`src/rtl/mem_store_ctrl_if.sv`:
```
// Store-request channel plus data-memory write channel for mem_store_ctrl.
// master: the store controller (accepts requests, drives the memory bus).
// slave:  the environment (issues requests, acknowledges memory writes).
interface mem_store_ctrl_if #(
    parameter int XLEN         = 32,
    parameter int MEM_TYPE_LEN = 2
);
    // request side
    logic                    req_valid;
    logic                    req_ready;
    logic [XLEN-1:0]         req_addr;
    logic [XLEN-1:0]         req_data;
    logic [MEM_TYPE_LEN-1:0] req_type;

    // memory write side
    logic                    bus_req;
    logic [XLEN-1:0]         bus_addr;
    logic [XLEN-1:0]         bus_wdata;
    logic [3:0]              bus_wstrb;
    logic                    bus_ack;

    // status
    logic                    done;
    logic                    busy;

    modport master (
        input  req_valid, req_addr, req_data, req_type, bus_ack,
        output req_ready, bus_req, bus_addr, bus_wdata, bus_wstrb, done, busy
    );

    modport slave (
        output req_valid, req_addr, req_data, req_type, bus_ack,
        input  req_ready, bus_req, bus_addr, bus_wdata, bus_wstrb, done, busy
    );
endinterface

```
`src/rtl/mem_store_ctrl.sv`:
```
// Byte/half/word store controller: aligns data to byte lanes, splits stores crossing a word into two beats.
// Latency: bus_req one cycle after accept; done one cycle after the final bus_ack.
// Backpressure: req_ready only in IDLE; bus outputs hold until bus_ack.
// Ports: clk, reset (async, active-high), io (mem_store_ctrl_if.master: req_*, bus_*, done, busy).
module mem_store_ctrl #(
    parameter int                    XLEN         = 32,   // only 32 supported
    parameter int                    MEM_TYPE_LEN = 2,
    parameter logic [MEM_TYPE_LEN-1:0] MEM_B      = MEM_TYPE_LEN'(0),
    parameter logic [MEM_TYPE_LEN-1:0] MEM_H      = MEM_TYPE_LEN'(1),
    parameter logic [MEM_TYPE_LEN-1:0] MEM_W      = MEM_TYPE_LEN'(2)
) (
    input  logic              clk,
    input  logic              reset,
    mem_store_ctrl_if.master  io
);

    typedef enum logic [1:0] {
        IDLE  = 2'd0,
        BEAT0 = 2'd1,
        BEAT1 = 2'd2
    } state_t;

    state_t state_q, state_d;

    // Second-beat payload, captured at accept time so BEAT1 needs no arithmetic.
    logic [XLEN-1:0] hi_addr_q, hi_addr_d;
    logic [XLEN-1:0] hi_wdata_q, hi_wdata_d;
    logic [3:0]      hi_wstrb_q, hi_wstrb_d;

    logic            bus_req_d;
    logic [XLEN-1:0] bus_addr_d;
    logic [XLEN-1:0] bus_wdata_d;
    logic [3:0]      bus_wstrb_d;
    logic            done_d;
    logic            req_ready_d;
    logic            busy_d;

    // Lane alignment of the incoming request
    logic [1:0]      off;
    logic [3:0]      size_mask;
    logic [XLEN-1:0] masked_data;
    logic [7:0]      mask8;
    logic [63:0]     data64;
    logic [XLEN-1:0] lo_addr;
    logic            handshake;

    assign off       = io.req_addr[1:0];
    assign lo_addr   = {io.req_addr[XLEN-1:2], 2'b00};
    assign handshake = io.req_valid && io.req_ready;

    always_comb begin
        size_mask   = 4'b1111;
        masked_data = io.req_data;
        case (io.req_type)
            MEM_B: begin
                size_mask   = 4'b0001;
                masked_data = {24'd0, io.req_data[7:0]};
            end
            MEM_H: begin
                size_mask   = 4'b0011;
                masked_data = {16'd0, io.req_data[15:0]};
            end
            MEM_W: begin
                size_mask   = 4'b1111;
                masked_data = io.req_data;
            end
            default: begin
                // unknown codes store a full word
                size_mask   = 4'b1111;
                masked_data = io.req_data;
            end
        endcase
        // Upper nibble of mask8 / upper word of data64 belong to the next word.
        mask8  = {4'd0, size_mask} << off;
        data64 = {32'd0, masked_data} << {off, 3'b000};
    end

    always_comb begin
        state_d     = state_q;
        hi_addr_d   = hi_addr_q;
        hi_wdata_d  = hi_wdata_q;
        hi_wstrb_d  = hi_wstrb_q;
        bus_req_d   = io.bus_req;
        bus_addr_d  = io.bus_addr;
        bus_wdata_d = io.bus_wdata;
        bus_wstrb_d = io.bus_wstrb;
        done_d      = 1'b0;

        case (state_q)
            IDLE: begin
                if (handshake) begin
                    state_d     = BEAT0;
                    bus_req_d   = 1'b1;
                    bus_addr_d  = lo_addr;
                    bus_wdata_d = data64[31:0];
                    bus_wstrb_d = mask8[3:0];
                    hi_addr_d   = lo_addr + XLEN'(4);   // wraps at 2^32
                    hi_wdata_d  = data64[63:32];
                    hi_wstrb_d  = mask8[7:4];
                end
            end
            BEAT0: begin
                if (io.bus_ack) begin
                    if (hi_wstrb_q != 4'd0) begin
                        // split store: bus_req stays high into the second beat
                        state_d     = BEAT1;
                        bus_addr_d  = hi_addr_q;
                        bus_wdata_d = hi_wdata_q;
                        bus_wstrb_d = hi_wstrb_q;
                    end else begin
                        state_d   = IDLE;
                        bus_req_d = 1'b0;
                        done_d    = 1'b1;
                    end
                end
            end
            BEAT1: begin
                if (io.bus_ack) begin
                    state_d   = IDLE;
                    bus_req_d = 1'b0;
                    done_d    = 1'b1;
                end
            end
            default: begin
                state_d   = IDLE;
                bus_req_d = 1'b0;
            end
        endcase

        // Registered from the next state so they line up with state_q.
        req_ready_d = (state_d == IDLE);
        busy_d      = (state_d != IDLE);
    end

    always_ff @(posedge clk or posedge reset) begin
        if (reset) begin
            state_q      <= IDLE;
            hi_addr_q    <= '0;
            hi_wdata_q   <= '0;
            hi_wstrb_q   <= '0;
            io.bus_req   <= 1'b0;
            io.bus_addr  <= '0;
            io.bus_wdata <= '0;
            io.bus_wstrb <= '0;
            io.done      <= 1'b0;
            io.busy      <= 1'b0;
            io.req_ready <= 1'b1;
        end else begin
            state_q      <= state_d;
            hi_addr_q    <= hi_addr_d;
            hi_wdata_q   <= hi_wdata_d;
            hi_wstrb_q   <= hi_wstrb_d;
            io.bus_req   <= bus_req_d;
            io.bus_addr  <= bus_addr_d;
            io.bus_wdata <= bus_wdata_d;
            io.bus_wstrb <= bus_wstrb_d;
            io.done      <= done_d;
            io.busy      <= busy_d;
            io.req_ready <= req_ready_d;
        end
    end

endmodule

```
`src/flat_wrapper.sv`:
```
// flat-port wrapper written by rule: the top's interface ports become plain ports
module mem_store_ctrl_flat 
#(
    parameter int                    XLEN         = 32,                       
    parameter int                    MEM_TYPE_LEN = 2,
    parameter logic [MEM_TYPE_LEN-1:0] MEM_B      = MEM_TYPE_LEN'(0),
    parameter logic [MEM_TYPE_LEN-1:0] MEM_H      = MEM_TYPE_LEN'(1),
    parameter logic [MEM_TYPE_LEN-1:0] MEM_W      = MEM_TYPE_LEN'(2)
)
  (clk, reset, io_req_valid, io_req_addr, io_req_data, io_req_type, io_bus_ack, io_req_ready, io_bus_req, io_bus_addr, io_bus_wdata, io_bus_wstrb, io_done, io_busy);
  mem_store_ctrl_if #(.XLEN(XLEN), .MEM_TYPE_LEN(MEM_TYPE_LEN)) io_i ();
  input  logic clk;
  input  logic reset;
  input wire logic [$bits(io_i.req_valid)-1:0] io_req_valid;
  input wire logic [$bits(io_i.req_addr)-1:0] io_req_addr;
  input wire logic [$bits(io_i.req_data)-1:0] io_req_data;
  input wire logic [$bits(io_i.req_type)-1:0] io_req_type;
  input wire logic [$bits(io_i.bus_ack)-1:0] io_bus_ack;
  output wire logic [$bits(io_i.req_ready)-1:0] io_req_ready;
  output wire logic [$bits(io_i.bus_req)-1:0] io_bus_req;
  output wire logic [$bits(io_i.bus_addr)-1:0] io_bus_addr;
  output wire logic [$bits(io_i.bus_wdata)-1:0] io_bus_wdata;
  output wire logic [$bits(io_i.bus_wstrb)-1:0] io_bus_wstrb;
  output wire logic [$bits(io_i.done)-1:0] io_done;
  output wire logic [$bits(io_i.busy)-1:0] io_busy;
  assign io_i.req_valid = io_req_valid;
  assign io_i.req_addr = io_req_addr;
  assign io_i.req_data = io_req_data;
  assign io_i.req_type = io_req_type;
  assign io_i.bus_ack = io_bus_ack;
  assign io_req_ready = io_i.req_ready;
  assign io_bus_req = io_i.bus_req;
  assign io_bus_addr = io_i.bus_addr;
  assign io_bus_wdata = io_i.bus_wdata;
  assign io_bus_wstrb = io_i.bus_wstrb;
  assign io_done = io_i.done;
  assign io_busy = io_i.busy;
  mem_store_ctrl #(.XLEN(XLEN), .MEM_TYPE_LEN(MEM_TYPE_LEN), .MEM_B(MEM_B), .MEM_H(MEM_H), .MEM_W(MEM_W)) u_core (.clk(clk), .reset(reset), .io(io_i));
endmodule
```
`config.mk`:
```
export PLATFORM = sky130hd
export DESIGN_NAME = mem_store_ctrl_flat
export DESIGN_NICKNAME = d
export VERILOG_FILES = /design/src/rtl/mem_store_ctrl_if.sv /design/src/rtl/mem_store_ctrl.sv /design/src/flat_wrapper.sv
export SDC_FILE = /design/constraint.sdc
export NUM_CORES = 1
export LEC_CHECK = 0
export BUFFER_PORTS_ARGS = -buffer_cell sky130_fd_sc_hd__buf_2
export CORE_ASPECT_RATIO = 0.9
export CORE_MARGIN = 4
export CORE_UTILIZATION = 32
export DETAILED_ROUTE_END_ITERATION = 6
export PLACE_DENSITY = 0.61
export SETUP_SLACK_MARGIN = 0.05
export SKIP_CTS_REPAIR_TIMING = 1
export SYNTH_ARGS = -nofsm -noshare
export SYNTH_HDL_FRONTEND = slang
export SYNTH_SLANG_ARGS = --single-unit
```
`constraint.sdc`:
```
create_clock -name clk -period 10.7 [get_ports clk]
set_input_delay 0 -clock clk [delete_from_list [all_inputs] [get_ports clk]]
set_output_delay 0 -clock clk [all_outputs]
set_load 0.02 [all_outputs]
```
==> results of run 1 <==
worst max-delay path, cell delays in order (launching register included):
cell and delay (ns):
dfrtp_1 0.40, inv_1 0.14, ha_1 0.40, nand2_1 0.20
o211ai_4 0.29, buf_4 0.74, o21ai_0 0.25
logic make-up after synthesis:
family          count (synthesis)  share of synthesized area, %
compound gates                180                         17.41
xor+xnor                       28                         3.741
fa+ha+maj                       5                        0.9544
buf+inv                        60                         4.886
flops                         129                         49.27
mux                            46                         7.177
other cells                     1                       0.05721
simple gates                  243                         16.51
worst max path at each step:
stage	to	slack, ns	depth (start not counted)	start
final	u_core.io.bus_addr[15]$_DFFE_PP0P_	8.07	6	u_core.state_q[1]$_DFF_PP0_
after global routing	u_core.io.bus_addr[15]$_DFFE_PP0P_	7.83	6	u_core.state_q[1]$_DFF_PP0_
after CTS	u_core.io.bus_addr[15]$_DFFE_PP0P_	8.04	6	u_core.state_q[1]$_DFF_PP0_
after detailed placement	u_core.io.bus_addr[15]$_DFFE_PP0P_	8.05	6	u_core.state_q[1]$_DFF_PP0_
after global placement	u_core.io.bus_addr[24]$_DFFE_PP0P_	8.15	6	u_core.state_q[1]$_DFF_PP0_
after floorplan	u_core.hi_addr_q[10]$_DFFE_PP0P_	7.26	1	reset
routing by layer:
metal	vias up	track usage, %	wire length (µm)
li1	2742	-	-
met1	2675	22.94	8727
met2	175	24.68	8738
met3	27	4.302	1132
met4	2	4.795	354
met5	-	0	7
cell usage after synthesis (10+ instances only):
cell type,count,area share [%]
nand2_1,117,6.7
a22o_1,16,2.1
xor2_1,22,2.9
clkbuf_1,27,1.5
nand4_1,11,1.0
nand2b_1,10,0.95
nor2_1,67,3.8
o21ai_0,80,6.1
and3_1,11,1.0
mux2i_1,38,5.8
dfrtp_1,128,49
buf_2,13,0.99
o21ai_1,14,1.1
a221oi_1,24,3.2
a21oi_1,20,1.5
power by group through the flow:
stage               clock network [mW]  registers (mW)  logic (mW)
finish                           0.570           0.839        1.05
global route                     0.607           0.870        1.18
CTS                              0.584           0.841        1.05
detailed placement                   0           0.848        1.05
global placement                     0           0.840        1.03
floorplan                            0           0.977       0.591
flip-flops by register name (all words and copies together) (netlist names):
| register | count |
|---|---|
| u_core.io.bus_addr | 30 |
| u_core.state_q | 2 |
| u_core.io.done | 1 |
| u_core.io.bus_wdata | 32 |
| u_core.io.busy | 1 |
| u_core.hi_wstrb_q | 3 |
| u_core.io.req_ready | 1 |
| u_core.hi_addr_q | 30 |
| u_core.io.bus_req | 1 |
| u_core.hi_wdata_q | 24 |
| u_core.io.bus_wstrb | 4 |
final cells by class:
cell class	count	area, µm²
Clock inverter	15	152.6
Sequential cell	129	3229
Multi-Input combinational cell	504	3043
Clock buffer	17	425.4
Tap cell	255	319.1
Inverter	6	27.53
Timing Repair Buffer	190	1199
Fill cell	1999	11650
==> results.json, run 1 <==
{
  "r2r_end": "u_core.io.bus_addr[15]$_DFFE_PP0P_",
  "cts_sinks": 129,
  "routed_wl_um": 18960,
  "slew_violations": 0,
  "timing.fmax_mhz": 379.8,
  "path_max_fanout": 90,
  "rows": 49,
  "vdd_ir_drop_max_v": 0.0001195,
  "relSlewSlack_pct": 33.00,
  "routedWlPerCell_um": 16.99,
  "htreeDepth": 4,
  "fin_crit_sh_pct": 24.61,
  "cts_buffers": 17,
  "power.internal_mw": 1.405,
  "holdPathEnd": "u_core.hi_wdata_q[15]$_DFFE_PP0P_",
  "drc": 0,
  "grt_pass1_wl_um": 29520,
  "seqPwrFrac_pct": 34.2,
  "routed_via_density": 5.037,
  "fin_skew_ns": 0.01031,
  "p_per_area_nw_per_um2": 292.4,
  "ys.flop_type": "dfrtp_1",
  "start_kind": "flop",
  "p_leak_nw": 3.877,
  "grt_pass1_vias": 5246,
  "drt-initial-drc-count": 498,
  "num_vias": 5621,
  "n_antenna_cell": 0,
  "p_switching_mw": 1.050,
  "yosysUniqueCellTypes": 50,
  "drive_above_1_share_pct": 23.00,
  "setup_viol": 0,
  "fp.dieW_um": 158.9,
  "synth_edf_count": 0,
  "finalSetupTns_ns": 0,
  "ys_seq_elements": 129,
  "hold_class": "in2reg",
  "gr-total-overflow": 0,
  "core_area_um2": 20050,
  "stdcell_count": 1116,
  "final_area_um2": 8396,
  "synth-seq-area-share_pct": 49.27,
  "p_comb_share_pct": 42.6,
  "tightest_slew_ns": 1.005,
  "failed_checks": "hold timing",
  "worst_setup_path_end_kind": "flop",
  "nets": 923,
  "worst_ep_arrival_time_ns": 2.88,
  "synth_area_um2": 6555,
  "fin_ws_ns": 8.067,
  "rsz0062_at_grt": "no",
  "die_h_um": 143.8,
  "antenna_found_initial": 1,
  "grt_max_degree": 94,
  "power.share.clock_pct": 23.2,
  "reg2reg_depth": 6,
  "ctsLongestPathBuffers": 2,
  "drv_cap": 0,
  "dp_slack_ns": 8.054,
  "holdWs_ns": -0.03400,
  "hold_viol_final": 3,
  "dpl.hpwl_um": 12580,
  "crit_required_ns": 10.95,
  "layout_commonest_cell": "buf_2",
  "clkLatencyLatePin_ns": 0.42,
  "io_pins": 142,
  "avgSynthCellArea_um2": 9.473,
  "grt_util_all_layers_pct": 16.24,
  "place_inst": 1036,
  "start_util_pct": 32.70,
  "hold_path_depth": 3,
  "synthToLayoutAreaGrowth_pct": 28.08,
  "final_antenna_net_count": 0,
  "swShare_pct": 42.78,
  "place_area_um2": 7337,
  "cts_tree": "yes",
  "first_pass_iters": 6,
  "die_area_um2": 22840,
  "path_clk_slew_ns": 0.06,
  "ff2ff_setup_slack_ns": 8.07,
  "min_from": "io_req_data[23]",
  "synthCells": 692,
  "ys.warnings.count": 0,
  "final_cell_mix": "139 x buf_2, 128 x dfrtp_1, 117 x nand2_1",
  "total_power_mw": 2.455,
  "numPortBuffers": 139,
  "fin_crit_ns": 2.633,
  "routabilityCongestion": 0.8624,
  "final_util_pct": 41.88,
  "run_status": "complete, but fails checks",
  "async_reset_ff_share_pct": 100.0,
  "r2r_start": "u_core.state_q[1]$_DFF_PP0_",
  "critPathKind": "reg2reg",
  "cts_root_buf": "clkbuf_16"
}
(Power assumes the default switching activity.)
==> run 2: changes to the inputs <==
--- a/config.mk
+++ b/config.mk
@@ -5,12 +5,13 @@
 export SDC_FILE = /design/constraint.sdc
 export NUM_CORES = 1
 export LEC_CHECK = 0
+export ABC_AREA = 1
 export BUFFER_PORTS_ARGS = -buffer_cell sky130_fd_sc_hd__buf_2
 export CORE_ASPECT_RATIO = 0.9
 export CORE_MARGIN = 4
 export CORE_UTILIZATION = 32
 export DETAILED_ROUTE_END_ITERATION = 6
-export PLACE_DENSITY = 0.61
+export PLACE_DENSITY = 0.62
 export SETUP_SLACK_MARGIN = 0.05
 export SKIP_CTS_REPAIR_TIMING = 1
 export SYNTH_ARGS = -nofsm -noshare
==> constraint.sdc (replaced) <==
create_clock -name clk -period 2.4 [get_ports clk]
set_input_delay 0 -clock clk [delete_from_list [all_inputs] [get_ports clk]]
set_output_delay 0 -clock clk [all_outputs]
set_load 0.02 [all_outputs]
==> run 2 against run 1 <==
Net effect:
- the run still ends with hold timing left
- critical path depth increased by 3
- flip-flop and latch count unchanged
- clock power increased to 5.0 times the previous value
- synthesized cell count increased by 36%
- global-route usage increased by 2.2 points
- critical path type unchanged
- highest routed layer is now met4
==> results.json, run 2 <==
{
  "ctsLongestPathBuffers": 2,
  "grt_util_all_layers_pct": 18.48,
  "synthToLayoutAreaGrowth_pct": 28.14,
  "synth_area_um2": 6972,
  "nets": 1181,
  "crit_required_ns": 2.75,
  "drv_cap": 0,
  "seqPwrFrac_pct": 33.0,
  "rows": 50,
  "tightest_slew_ns": 0.6355,
  "cts_sinks": 129,
  "p_leak_nw": 4.638,
  "layout_commonest_cell": "nand2_1",
  "grt_pass1_wl_um": 35000,
  "critPathKind": "reg2reg",
  "cts_root_buf": "clkbuf_16",
  "num_vias": 6880,
  "hold_viol_final": 1,
  "ys.warnings.count": 0,
  "die_h_um": 148.0,
  "io_pins": 142,
  "path_clk_slew_ns": 0.06,
  "run_status": "complete, but fails checks",
  "netlist.area_leader.share_pct": 45.94,
  "synthCells": 944,
  "final_area_um2": 8934,
  "routed_via_density": 4.893,
  "yosysMostFrequentCell": "nand2_1",
  "fillCellCount": 2155,
  "drt-initial-drc-count": 603,
  "slew_violations": 0,
  "ys_seq_elements": 129,
  "power.share.clock_pct": 25.8,
  "power.internal_mw": 6.534,
  "regMostFlops": "u_core.io.bus_wdata",
  "reg2reg_depth": 9,
  "yosysUniqueCellTypes": 39,
  "endpoint": "u_core.io.bus_addr[19]$_DFFE_PP0P_",
  "final_antenna_net_count": 0,
  "die_area_um2": 24210,
  "finalSetupTns_ns": 0,
  "drc": 0,
  "p_per_area_nw_per_um2": 1246,
  "synth_edf_count": 0,
  "core_area_um2": 21080,
  "ys_top_cells_by_count": "376 x nand2_1, 128 x dfrtp_1, 106 x nor2_1",
  "fp.dieW_um": 163.6,
  "numPortBuffers": 139,
  "reg_top3": "u_core.io.bus_wdata: 32 flops, u_core.hi_addr_q: 30 flops, u_core.io.bus_addr: 30 flops",
  "clkLatencyLatePin_ns": 0.42,
  "routabilityCongestion": 0.8891,
  "r2r_start": "u_core.state_q[1]$_DFF_PP0_",
  "swShare_pct": 41.30,
  "fin_skew_ns": 0.007649,
  "synth-seq-area-share_pct": 46.32,
  "routed_wl_um": 22730,
  "gr-total-overflow": 0,
  "holdWs_ns": -0.005926,
  "hold_class": "in2reg",
  "routedWlPerCell_um": 16.17,
  "path_max_fanout": 29,
  "largest_register_ff_count": 32,
  "avgSynthCellArea_um2": 7.385,
  "timing.fmax_mhz": 462.3,
  "fin_crit_sh_pct": 90.13,
  "grt_max_degree": 89,
  "vdd_ir_drop_max_v": 0.0005745,
  "rsz0062_at_grt": "no",
  "critPathLaunch": "u_core.state_q[1]$_DFF_PP0_",
  "cts_buffers": 17,
  "synth_top_area_cell": "dfrtp_1",
  "antenna_found_initial": 1,
  "start_util_pct": 33.07,
  "htreeDepth": 4,
  "async_reset_ff_share_pct": 100.0,
  "worst_ep_arrival_time_ns": 2.51,
  "place_area_um2": 7918,
  "p_switching_mw": 4.597,
  "p_comb_share_pct": 41.2,
  "failed_checks": "hold timing",
  "ff2ff_setup_slack_ns": 0.24,
  "fin_crit_ns": 2.163,
  "first_pass_iters": 6,
  "synth_area_leaders": "dfrtp_1 46%, nand2_1 20%, nor2_1 5.7%",
  "start_kind": "flop",
  "ys.flop_type": "dfrtp_1",
  "relSlewSlack_pct": 57.57,
  "final_cell_mix": "376 x nand2_1, 139 x buf_2, 128 x dfrtp_1",
  "r2r_end": "u_core.io.bus_addr[19]$_DFFE_PP0P_",
  "drive_above_1_share_pct": 18.32,
  "dpl.hpwl_um": 16020,
  "grt_pass1_vias": 6233,
  "setup_viol": 0,
  "worst_setup_path_end_kind": "flop",
  "cts_tree": "yes"
}
run 2: cell count changes in the layout (fill, tap and decap cells not counted), sizes merged, moves of 9 or more:
cell         previous run  this run
nand2b                 10         0
mux2i                  38         0
inv                    12        68
a221oi                 24         0
nand3                  10        32
and3                   15         0
nor2                   68       114
buf                   142       151
o21ai                  94        65
o211ai                  1        19
o31ai                   1        14
dlygate4sd3            48        36
xor2                   22        11
nand2                 117       378
run 2: worst max-delay path, cell delays in order, from the launching register on:
cell	delay, ns
dfrtp_1	0.42
inv_1	0.09
ha_2	0.23
inv_4	0.20
nor2_1	0.10
a21oi_2	0.16
nand3_4	0.11
inv_2	0.49
o211ai_1	0.20
nand2_1	0.10
run 2: metal layers:
metal	track usage [%]	up-vias	wire [µm]
met4	4.319	0	312
met1	25.69	3218	9921
li1	-	3357	-
met5	0	-	0
met2	28.80	286	10600
met3	5.130	19	1902
run 2: cell type report:
cell class	count	area [µm²]	area share (%)
multi-input combinational	702	3242	36.29
sequential	129	3229	36.15
timing repair buffer	187	1184	13.25
clock buffer	19	442.9	4.958
tap	286	357.8	4.006
inverter	69	265.3	2.969
clock inverter	13	210.2	2.353
antenna	1	2.502	0.02801
run 2: power groups by stage:
| stage | combinational (mW) | clock [mW] | sequential (mW) |
|---|---|---|---|
| floorplan | 2.67 | 0 | 4.22 |
| global placement | 4.51 | 0 | 3.68 |
| detailed placement | 4.58 | 0 | 3.68 |
| CTS | 4.60 | 2.93 | 3.66 |
| global route | 5.12 | 3.03 | 3.78 |
| finish | 4.58 | 2.87 | 3.67 |
run 2: how the worst min path moves through the flow:
stage	start	end	slack (ns)	cells after the start
CTS	reset	u_core.io.bus_addr[11]$_DFFE_PP0P_	-0.43	2
global placement	reset	u_core.io.bus_addr[11]$_DFFE_PP0P_	0.02	2
global route	io_req_data[3]	u_core.io.bus_wdata[3]$_DFFE_PP0P_	0.003	4
finish	io_req_addr[20]	u_core.hi_addr_q[20]$_DFFE_PP0P_	-0.006	4
detailed placement	reset	u_core.io.bus_addr[11]$_DFFE_PP0P_	0.02	2
floorplan	io_bus_ack	u_core.io.done$_DFF_PP0_	0.11	2
run 2: logic make-up after synthesis:
group                      count (synthesis)  synth area share (%)
AOI/OAI and AO/OA                        152                 13.84
and+or+nand+nor                          532                 30.13
xor gates and xnor gates                  11                 1.382
other                                      1               0.05379
buffers and inverters                    114                 7.376
DFF                                      129                 46.32
adders and majority gates                  5                0.8973
run 2: metrics by stage:
step,power [mW],setup slack (ns),util (%),std cells,hold slack [ns]
after floorplan,6.887,0.7615,-,945,0.1102
after global placement,8.190,0.3679,37.55,1337,0.02245
after detailed placement,8.262,0.2839,37.55,1337,0.02409
after CTS,11.20,0.2558,40.65,1369,-0.4307
after global routing,11.93,0.07222,42.37,1406,0.003100
final,11.13,0.2368,42.37,1406,-0.005926
==> run 3: changes to the inputs <==
--- a/config.mk
+++ b/config.mk
@@ -7,7 +7,6 @@
 export LEC_CHECK = 0
 export ABC_AREA = 1
 export BUFFER_PORTS_ARGS = -buffer_cell sky130_fd_sc_hd__buf_2
-export CORE_ASPECT_RATIO = 0.9
 export CORE_MARGIN = 4
 export CORE_UTILIZATION = 32
 export DETAILED_ROUTE_END_ITERATION = 6
==> run 3 against run 2 <==
Net effect:
- the run still ends with hold timing left
- clock-buffer cell count rose by 8
- final cell count is 0.64% lower
- total power shrank 1.5%
- worst setup slack better by 0.24 ns
- maximum frequency is 12% higher
- register-to-register slack better by 0.24 ns
- sequential power about the same
- critical endpoint is now u_core.io.bus_addr[15]$_DFFE_PP0P_
==> results.json, run 3 (same netlist as run 2, synthesis figures left out) <==
{
  "io_pins": 142,
  "largest_register_ff_count": 32,
  "hold_viol_final": 8,
  "r2r_start": "u_core.state_q[1]$_DFF_PP0_",
  "cp_num_buf_inv": 3,
  "numPortBuffers": 139,
  "final_antenna_net_count": 0,
  "start_util_pct": 32.85,
  "timing.fmax_mhz": 520.0,
  "crit_cells": 8,
  "vdd_ir_drop_max_v": 0.0006528,
  "ctsLongestPathBuffers": 2,
  "routabilityCongestion": 0.9065,
  "reg_top3": "u_core.io.bus_wdata: 32 flops, u_core.hi_addr_q: 30 flops, u_core.io.bus_addr: 30 flops",
  "finalSetupTns_ns": 0,
  "tightest_slew_ns": 0.8565,
  "layout_commonest_cell": "nand2_1",
  "fp.dieW_um": 155.6,
  "htreeDepth": 4,
  "ff2ff_setup_slack_ns": 0.48,
  "die_area_um2": 24210,
  "num_vias": 6883,
  "antenna_found_initial": 0,
  "hold_class": "in2reg",
  "setup_viol": 0,
  "drt-initial-drc-count": 601,
  "fin_crit_sh_pct": 80.12,
  "crit_required_ns": 2.70,
  "cts_root_buf": "clkbuf_16",
  "grt_pass1_wl_um": 34440,
  "drive_above_1_share_pct": 18.36,
  "path_max_fanout": 68,
  "die_h_um": 155.6,
  "slew_violations": 0,
  "critPathLaunch": "u_core.state_q[1]$_DFF_PP0_",
  "routed_wl_um": 21900,
  "max_stage_delay_ns": 0.41,
  "reg2reg_depth": 8,
  "regMostFlops": "u_core.io.bus_wdata",
  "cts_buffers": 17,
  "drc": 0,
  "dpl.hpwl_um": 16000,
  "r2r_end": "u_core.io.bus_addr[15]$_DFFE_PP0P_",
  "final_cell_mix": "376 x nand2_1, 139 x buf_2, 128 x dfrtp_1",
  "rows": 53,
  "grt_util_all_layers_pct": 17.97,
  "path_cells": "inv_1, ha_2, inv_4, nor2_1, a21oi_2, nand3_4, buf_12, o31ai_1",
  "fin_ws_ns": 0.4770,
  "fin_crit_ns": 1.923,
  "worst_setup_path_end_kind": "flop",
  "gr-total-overflow": 0,
  "clkLatencyLatePin_ns": 0.43,
  "rsz0062_at_grt": "no",
  "nets": 1184,
  "final_util_pct": 41.98,
  "first_pass_iters": 5,
  "cts_sinks": 129,
  "endpoint": "u_core.io.bus_addr[15]$_DFFE_PP0P_",
  "slowest_stage": "dfrtp_1",
  "synthToLayoutAreaGrowth_pct": 27.76,
  "worst_ep_arrival_time_ns": 2.23,
  "p_per_area_nw_per_um2": 1231,
  "relSlewSlack_pct": 42.78,
  "failed_checks": "hold timing",
  "dp_slack_ns": 0.5276,
  "routed_via_density": 4.927,
  "holdWs_ns": -0.05188,
  "routedWlPerCell_um": 15.67,
  "critPathKind": "reg2reg",
  "start_kind": "flop",
  "path_clk_slew_ns": 0.06,
  "grt_max_degree": 69,
  "p_leak_nw": 4.646,
  "drv_cap": 0,
  "run_status": "complete, but fails checks",
  "path_delay_family": "compound AO/OA/AOI/OAI gates",
  "n_antenna_cell": 0,
  "place_area_um2": 7954,
  "final_area_um2": 8907,
  "grt_pass1_vias": 6536,
  "cts_tree": "yes",
  "fin_skew_ns": 0.009509,
  "core_area_um2": 21220
}
run 3: cell types whose count changed in the layout (fill, tap and decap cells not counted), sizes merged:
cell	change
buf	+5
bufinv	-2
clkbuf	+8
clkinv	-4
clkinvlp	-2
diode	-1
dlygate4sd3	-2
run 3: metrics by stage:
step,power [mW],instances
6_report,10.97,1397
5_1_grt,11.78,1397
4_1_cts,11.05,1363
3_5_place_dp,8.307,1331
3_3_place_gp,8.245,1331
2_1_floorplan,6.887,945
run 3: cell type report:
cell class,count,area [µm²]
clock buffers,27,513.0
repair buffers,190,1214
inverters,69,265.3
clock inverters,5,100.1
multi-input cells,702,3242
flip-flops and latches,129,3229
well taps,275,344.1
fillers,2207,12310
run 3: worst min path at each step:
stage,start,to,slack (ns),depth (start not counted)
after global routing,io_req_addr[24],u_core.hi_addr_q[24]$_DFFE_PP0P_,0.001,5
after CTS,reset,u_core.io.bus_wdata[13]$_DFFE_PP0P_,-0.24,2
after floorplan,io_bus_ack,u_core.io.done$_DFF_PP0_,0.11,2
after global placement,reset,u_core.io.bus_wdata[14]$_DFFE_PP0P_,0.20,2
final,io_req_data[19],u_core.hi_wdata_q[11]$_DFFE_PP0P_,-0.05,3
after detailed placement,reset,u_core.io.bus_wdata[13]$_DFFE_PP0P_,0.21,2
run 3: worst min-delay path: cells and delay by family:
family / cells / cell delay (ns)
AO/OA/AOI/OAI: 2 / 0.23
buffers and inverters: 1 / 0.10
run 3: report_power, final:
part | internal (mW) | switching [mW] | total [mW] | leakage (nW)
combinational | 1.54 | 3.04 | 4.58 | 2.72
sequential | 3.16 | 0.512 | 3.67 | 1.63
clock | 1.77 | 0.949 | 2.72 | 0.302
run 3: layer usage:
metal	part of all wire (%)	vias to the layer above	track usage, %
met3	7.5	25	3.717
met2	47	260	28.99
met1	44	3236	24.36
met5	0	-	0
li1	-	3362	-
met4	1.9	0	5.669
